--- src/rtl/des_round_sequencer.sv ---
// Iterative DES round controller: sequences one shared round unit through 16 rounds
// and walks the C/D key schedule forward (encrypt) or backward (decrypt).
module des_round_sequencer (
   input  logic        clk,
   input  logic        rst_n,
   input  logic        in_valid,
   output logic        in_ready,
   input  logic        in_decrypt,
   input  logic [31:0] data_l,
   input  logic [31:0] data_r,
   input  logic [55:0] key,
   output logic [31:0] rnd_l,
   output logic [31:0] rnd_r,
   output logic [55:0] rnd_cd,
   input  logic [31:0] nxt_l,
   input  logic [31:0] nxt_r,
   output logic [3:0]  rnd_idx,
   output logic        busy,
   output logic        out_valid,
   input  logic        out_ready,
   output logic [31:0] data17_l,
   output logic [31:0] data17_r
);

   typedef enum logic [1:0] {IDLE, RUN, DONE} state_t;

   // Bit n set where the schedule shift s[n] is 1 (n = 1, 2, 9, 16); all others shift by 2.
   localparam logic [31:0] SINGLE_SHIFT = 32'h0001_0206;

   state_t      state_reg, state_next;
   logic [31:0] l_reg, r_reg;
   logic [55:0] cd_reg;
   logic        decrypt_reg;
   logic [3:0]  idx_reg;
   logic        last_round;
   logic [4:0]  shift_pos;
   logic        single_shift;
   logic [55:0] cd_shifted;
   logic [55:0] key_loaded;

   function automatic logic [27:0] rot28(input logic [27:0] x, input logic left, input logic one);
      case ({left, one})
         2'b11:   rot28 = {x[26:0], x[27]};
         2'b10:   rot28 = {x[25:0], x[27:26]};
         2'b01:   rot28 = {x[0], x[27:1]};
         default: rot28 = {x[1:0], x[27:2]};
      endcase
   endfunction

   assign last_round = (idx_reg == 4'd15);

   // Encrypt applies s[k+1] after round k; decrypt undoes s[17-k].
   assign shift_pos    = decrypt_reg ? (5'd16 - {1'b0, idx_reg}) : ({1'b0, idx_reg} + 5'd2);
   assign single_shift = SINGLE_SHIFT[shift_pos];
   assign cd_shifted   = {rot28(cd_reg[55:28], !decrypt_reg, single_shift),
                          rot28(cd_reg[27:0],  !decrypt_reg, single_shift)};

   // Decrypt starts from CD16, which equals the raw key after a full 28-bit walk.
   assign key_loaded = in_decrypt ? key : {rot28(key[55:28], 1'b1, 1'b1), rot28(key[27:0], 1'b1, 1'b1)};

   always_ff @(posedge clk or negedge rst_n) begin
      if (!rst_n) begin
         state_reg <= IDLE;
      end else begin
         state_reg <= state_next;
      end
   end

   always_comb begin
      state_next = state_reg;
      case (state_reg)
         IDLE:    if (in_valid)   state_next = RUN;
         RUN:     if (last_round) state_next = DONE;
         DONE:    if (out_ready)  state_next = IDLE;
         default: state_next = IDLE;
      endcase
   end

   always_comb begin
      in_ready  = (state_reg == IDLE);
      busy      = (state_reg == RUN);
      out_valid = (state_reg == DONE);
      rnd_idx   = (state_reg == RUN) ? idx_reg : 4'd0;
   end

   always_ff @(posedge clk or negedge rst_n) begin
      if (!rst_n) begin
         l_reg       <= '0;
         r_reg       <= '0;
         cd_reg      <= '0;
         decrypt_reg <= 1'b0;
         idx_reg     <= '0;
      end else begin
         case (state_reg)
            IDLE: begin
               if (in_valid) begin
                  l_reg       <= data_l;
                  r_reg       <= data_r;
                  cd_reg      <= key_loaded;
                  decrypt_reg <= in_decrypt;
                  idx_reg     <= '0;
               end
            end
            RUN: begin
               l_reg   <= nxt_l;
               r_reg   <= nxt_r;
               idx_reg <= idx_reg + 4'd1;
               if (!last_round) begin
                  cd_reg <= cd_shifted;
               end
            end
            default: ;
         endcase
      end
   end

   assign rnd_l    = l_reg;
   assign rnd_r    = r_reg;
   assign rnd_cd   = cd_reg;
   assign data17_l = l_reg;
   assign data17_r = r_reg;

endmodule
--- config.mk ---
export PLATFORM = sky130hd
export DESIGN_NAME = des_round_sequencer
export DESIGN_NICKNAME = d
export VERILOG_FILES = /design/src/rtl/des_round_sequencer.sv
export SDC_FILE = /design/constraint.sdc
export NUM_CORES = 1
export LEC_CHECK = 0
export BUFFER_PORTS_ARGS = -buffer_cell sky130_fd_sc_hd__buf_4
export CORE_MARGIN = 5
export CORE_UTILIZATION = 30
export DETAILED_ROUTE_END_ITERATION = 12
export GPL_TIMING_DRIVEN = 1
export HOLD_SLACK_MARGIN = 0.08
export MAX_ROUTING_LAYER = met4
export PLACE_DENSITY_LB_ADDON = 0.12
export SYNTH_ARGS = -nofsm -noshare
export SYNTH_HDL_FRONTEND = slang
export SYNTH_SLANG_ARGS = --single-unit
--- constraint.sdc ---
create_clock -name clk -period 4.1 [get_ports clk]
set_input_delay 0.41 -clock clk [delete_from_list [all_inputs] [get_ports clk]]
set_output_delay 0.41 -clock clk [all_outputs]
set_load 0.005 [all_outputs]
; ---- Word-level counts from Yosys, hierarchy flattened
; Memories as Yosys holds them, arrays and structs flattened.
; Cells that the tools add are included.
[classes]
n_mul = 0
order_cmp = 1
bitwise = 0
n_eq_ne = 10
n_reduce_logical = 7
n_addsub = 3
shifts = 0
n_mux = 19
div = 0
[op_table]
columns = operator, n
row1 = 56-bit two-way mux, 3
row2 = 28-bit one-hot mux with 3 select lines, 2
row3 = 32-bit one-hot mux with 2 select lines, 2
row4 = 56-bit one-hot mux with 2 select lines, 1
row5 = 32-bit two-way mux, 2
row6 = 4-bit two-way mux, 2
row7 = 4-bit one-hot mux with 2 select lines, 1
row8 = 2-bit equality test (second input constant), 3
row9 = 5-bit by 6-bit < comparator with 1-bit output (second input constant), 1
row10 = 2-bit two-way mux, 3
row11 = 2-bit one-hot mux with 3 select lines, 1
row12 = 3-bit AND reduction, 2
row13 = 4-bit by 2-bit adder with 5-bit output (second input constant), 1
row14 = 5-bit two-way mux, 1
row15 = 5-bit by 4-bit subtractor with 5-bit output (first input constant), 1
row16 = 4-bit by 1-bit adder with 4-bit output (second input constant), 1
row17 = 2-bit by 1-bit equality test with 1-bit output (second input constant), 2
row18 = 4-bit equality test (second input constant), 1
row19 = 2-bit by 1-bit inequality test with 1-bit output (second input constant), 2
row20 = 2-bit inequality test (second input constant), 2
row21 = 2-bit AND reduction, 2
row22 = 2-bit zero test, 1
row23 = 2-bit nonzero test, 1
row24 = 1-bit zero test, 1
row25 = 1-bit two-way mux, 1
[word_totals]
register_bits = 127
mem_bits_ro = 32
mem_count = 1
inputBits = 189
ramBits = 0
out_inout_bits = 191
latchBits = 0
[mem_list]
columns = name, depth, word_bits, read_ports, rd_clocked_by_memory_dff, wr, line_no
row1 = (no name shown), 32, 1, 1, 0, 0, 54  ; assign single_shift = SINGLE_SHIFT[shift_pos];

; ---- Longest topological paths before layout
[depth]
depth_word = 8
mapped_depth = 13
mapped_depth_nobuf = 9

; ---- Worst setup path after synthesis
; Ideal clock, no wire load.
[synth_timing]
kind = register -> register
from = register decrypt_reg
to = register cd_reg[0], in the netlist rnd_cd[0]
path_stages_with_launch = 13
period_less_slack_ps = 2945
path_slack_ps = 1155
t_arrival_ps = 2805
path_buffers = 5
cell_sequence = dfrtp_1 -> clkbuf_1 -> clkbuf_1 -> clkbuf_1 -> a21oi_1 -> ha_1 -> nand3_1 -> mux2i_1 -> o21ai_1 -> buf_4 -> buf_4 -> a221oi_1 -> o31ai_1
[synth_via]
elab_chain_len = 7
word_cells_on_any_way = 10
classes_between = 3 x eq/ne / 5 x mux / 1 x reduce/logical / 1 x memory
[synth_lines]
columns = element, line_no
row1 = "start, declared", 33  ; logic decrypt_reg;
row2 = "start signal, assigned", 100  ; decrypt_reg <= in_decrypt;
row3 = 5-bit two-way mux, 53  ; assign shift_pos = decrypt_reg ? (5'd16 - {1'b0, idx_reg}) : ({1'b0, idx_reg} + 5'd2);
row4 = memory 32 x 1 bit, -
row5 = 1-bit two-way mux (implied by the code), 54
row6 = 2-bit by 1-bit equality test with 1-bit output / 2-bit equality test (equally long branches), 42  ; case ({left, one})
row7 = 28-bit one-hot mux with 3 select lines (*), 42
row8 = 56-bit two-way mux (*), 108  ; if (!last_round) begin
row9 = 56-bit one-hot mux with 2 select lines (*), 94  ; case (state_reg)
row10 = "end signal, assigned", 99  ; cd_reg <= key_loaded;
row11 = "end signal, assigned", 109  ; cd_reg <= cd_shifted;
row12 = "end, declared", 32  ; logic [55:0] cd_reg;
; Every way passes the cells marked *; elsewhere a longest branch is shown, timed or not. The select of a mux whose other input is x is not followed.
; A chain may end at the register's enable or synchronous reset.

; ---- Final worst setup path
[layout_timing]
from = register idx_reg[2]
to = register cd_reg[4], in the netlist rnd_cd[4]
[layout_via]
elab_chain_len = 8
word_cells_on_any_way = 14
classes_between = 2 x add/sub / 5 x eq/ne / 5 x mux / 1 x reduce/logical / 1 x memory
[layout_lines]
columns = element, line_no
row1 = "start, declared", 34  ; logic [3:0] idx_reg;
row2 = "start signal, assigned", 107  ; idx_reg <= idx_reg + 4'd1;
row3 = 5-bit by 4-bit subtractor with 5-bit output / 4-bit by 2-bit adder with 5-bit output (equally long branches), 53
row4 = 5-bit two-way mux, 53
row5 = memory 32 x 1 bit, -
row6 = 1-bit two-way mux (implied by the code), 54
row7 = 2-bit by 1-bit equality test with 1-bit output / 2-bit equality test (equally long branches), 42
row8 = 28-bit one-hot mux with 3 select lines, 42
row9 = 56-bit two-way mux, 108
row10 = 56-bit one-hot mux with 2 select lines, 94
; Parallel ways exist; a longest one is shown, timed or not. The select of a mux whose other input is x is not followed.

==> metrics <==
worst vdd ir=0.524 mV; number of synthesized flops with an enable pin=0; row cnt=61; global-route wire length before repair=49700 um; prevailing post-synth register cell=dfrtp_1; endpoints failing setup=0; Final HPWL DP=23700 um; Leakage=5.51 nW; post_cts resized=0; status=finished clean; distinct cell type count of the synthesized netlist=45; Reg-to-Reg End=rnd_cd[4]; CP Data Required Time=4400 ps; Initial Util=30.6%; fin crit period=3350 ps; DRT iter0 DRCs=546; CP startpoint kind=flip-flop; clock sinks=127; residual DRC count=0; Total Wirelength=33000 um; grt total ovfl=0; layout cell share with drive strength beyond 1=37.1%; Pwr Density=942 nW/um^2; Area Growth Syn to Fin=38.8%; CTS tree=done; Avg WL per Cell=20.7 um; final worst path period share=81.6%; core box area=27900 um^2; Via density=5.30; crit path DAT=3650 ps; Post CTS Setup Buffer Count=0; Synth area leaders=dfrtp_1 (37%), mux2i_1 (14%), nor3_1 (7.7%), a221oi_1 (6.8%), buf_4 (6.0%); Mapped Area=8540 um^2; Crit Path Class=reg2reg; Yosys warning count=0; GRT Total Usage=20.1%; MaxCap Viol Count=0; GPL Wtd Cong=0.826; hold_ws=263 ps; largest net degree at the start of global routing=129; detailed-route via count=8458; Final #Nets=1398; Slew headroom=26.1%; final slew viol count=0; hold endpoint=state_reg[1]; RSZ-0062 raised after global routing=false; Post-Syn Nets=1139; Die X=179 um; post-synthesis sequential area ratio=37.2%; max reg flops=56; hold_buf cts=1; synthesized instance count=945; Clock Tree Buf Depth=2; setup slack, reg-to-reg=750 ps; vias in the first global route=8312; drt pass-1 iters=5; Worst Max-Slew Pin Slew=1110 ps; top cell type by total area after synthesis=dfrtp_1; IO Port Bufs=379; most frequent cell after synthesis=nor3_1; Final ANT Viol Nets=0; crit path capture type=flip-flop; Num CTS Buffers=17; Fin. Hold Viols=0; Seq cells post-synth=127; Commonest cells post-synth=nor3_1 (132), dfrtp_1 (127), mux2i_1 (122); Worst Hold Class=in2reg; Synth top area share=37.2%; Async S/R FF share, synth=100%; Avg Cell Area, Syn=9.04 um^2; Fmax achieved=299 MHz; die footprint=31900 um^2; Setup TNS=0 ps; Inserted Diodes=0; Worst Reg2Reg Path Length in Cells=9; clk_lat worst skew=420 ps; clock skew=11.1 ps; Hold Startpoint=out_ready; die boundary height=179 um; worst r2r src=idx_reg[2]; Cells on Worst Hold Path=3; H-tree levels=4; Ports=380; Max Fanout on Critical Path=31; clk root buf=clkbuf_16; Worst-path clk slew=60 ps; initial antenna violation count=0
## final cells by class
class                   instances  area [um^2]
clock inverters                14          208
clock buffers                  18          439
well taps                     378          473
inverters                      12         50.0
fillers                      2835        16100
flip-flops and latches        127         3180
multi-input cells             651         4510
repair buffers                395         2980
## critical path, cell delays in order (launching register included)
cell	delay [ps]
dfrtp_1	500
inv_1	150
ha_1	220
and4b_1	230
a211oi_4	350
mux2i_1	260
o21ai_4	710
buf_12	280
a221oi_1	110
o41ai_1	400
## worst max path at each step
stage                            from         end  slack (ps)  cells after the start
after floorplan           decrypt_reg   rnd_cd[0]        1160                     12
after global placement     idx_reg[2]   rnd_cd[3]         900                      9
after detailed placement   idx_reg[2]  rnd_cd[37]         780                      9
after CTS                  idx_reg[2]  rnd_cd[23]         770                      9
after global routing       idx_reg[2]  rnd_cd[33]         480                      9
final                      idx_reg[2]   rnd_cd[4]         750                      9
## power breakdown
group	leakage (nW)	switching (mW)	internal, mW
combinational	3.71	3.66	3.00
clock	0.309	0.628	1.05
sequential	1.49	0.902	1.92
## cell usage in the layout (no fill, tap or decap), drive strengths merged, types with 3 or more instances in the layout
cell type  synthesis  routed
buf              100     394
nor3             132     132
dfrtp            127     127
mux2i            122     122
nand2             72      72
o21ai             72      72
a221oi            66      66
a21oi             61      61
o41ai             38      38
clkbuf            55      18
o31ai             16      16
inv               12      13
nor2b             10      10
nor2               9       9
nand3              7       7
clkinv             0       7
nor3b              5       5
ha                 5       5
or2                4       4
bufinv             0       4
nand4b             3       3
a211oi             3       3
## per-stage QoR
step | util, % | total power, mW | worst slack (ps) | instances | area [um^2]
floorplan | - | 6.98 | 1160 | 945 | 8540
global placement | 40.1 | 9.54 | 901 | 1562 | 11200
detailed placement | 40.1 | 9.58 | 781 | 1562 | 11200
CTS | 42.4 | 11.3 | 771 | 1595 | 11800
global route | 42.4 | 12.0 | 484 | 1595 | 11800
finish | 42.4 | 11.2 | 754 | 1595 | 11800
## cells by family after synthesis
logic type,Yosys count,share of synthesized area (%)
flops,127,37.2
xor+xnor,1,0.103
fa+ha+maj,5,0.733
simple gates,250,14.2
mux,124,14.6
buf+inv,167,10.5
compound gates,271,22.6
## per-layer routing
layer / wire length, um / vias up / track usage, % / part of all wire, %
li1: - / 4041 / - / -
met1: 14400 / 4057 / 26.8 / 44
met2: 15900 / 336 / 32.0 / 48
met3: 2280 / 24 / 3.73 / 6.9
met4: 461 / 0 / 4.61 / 1.4
met5: 0 / - / - / 0
(Power assumes the default switching activity.)
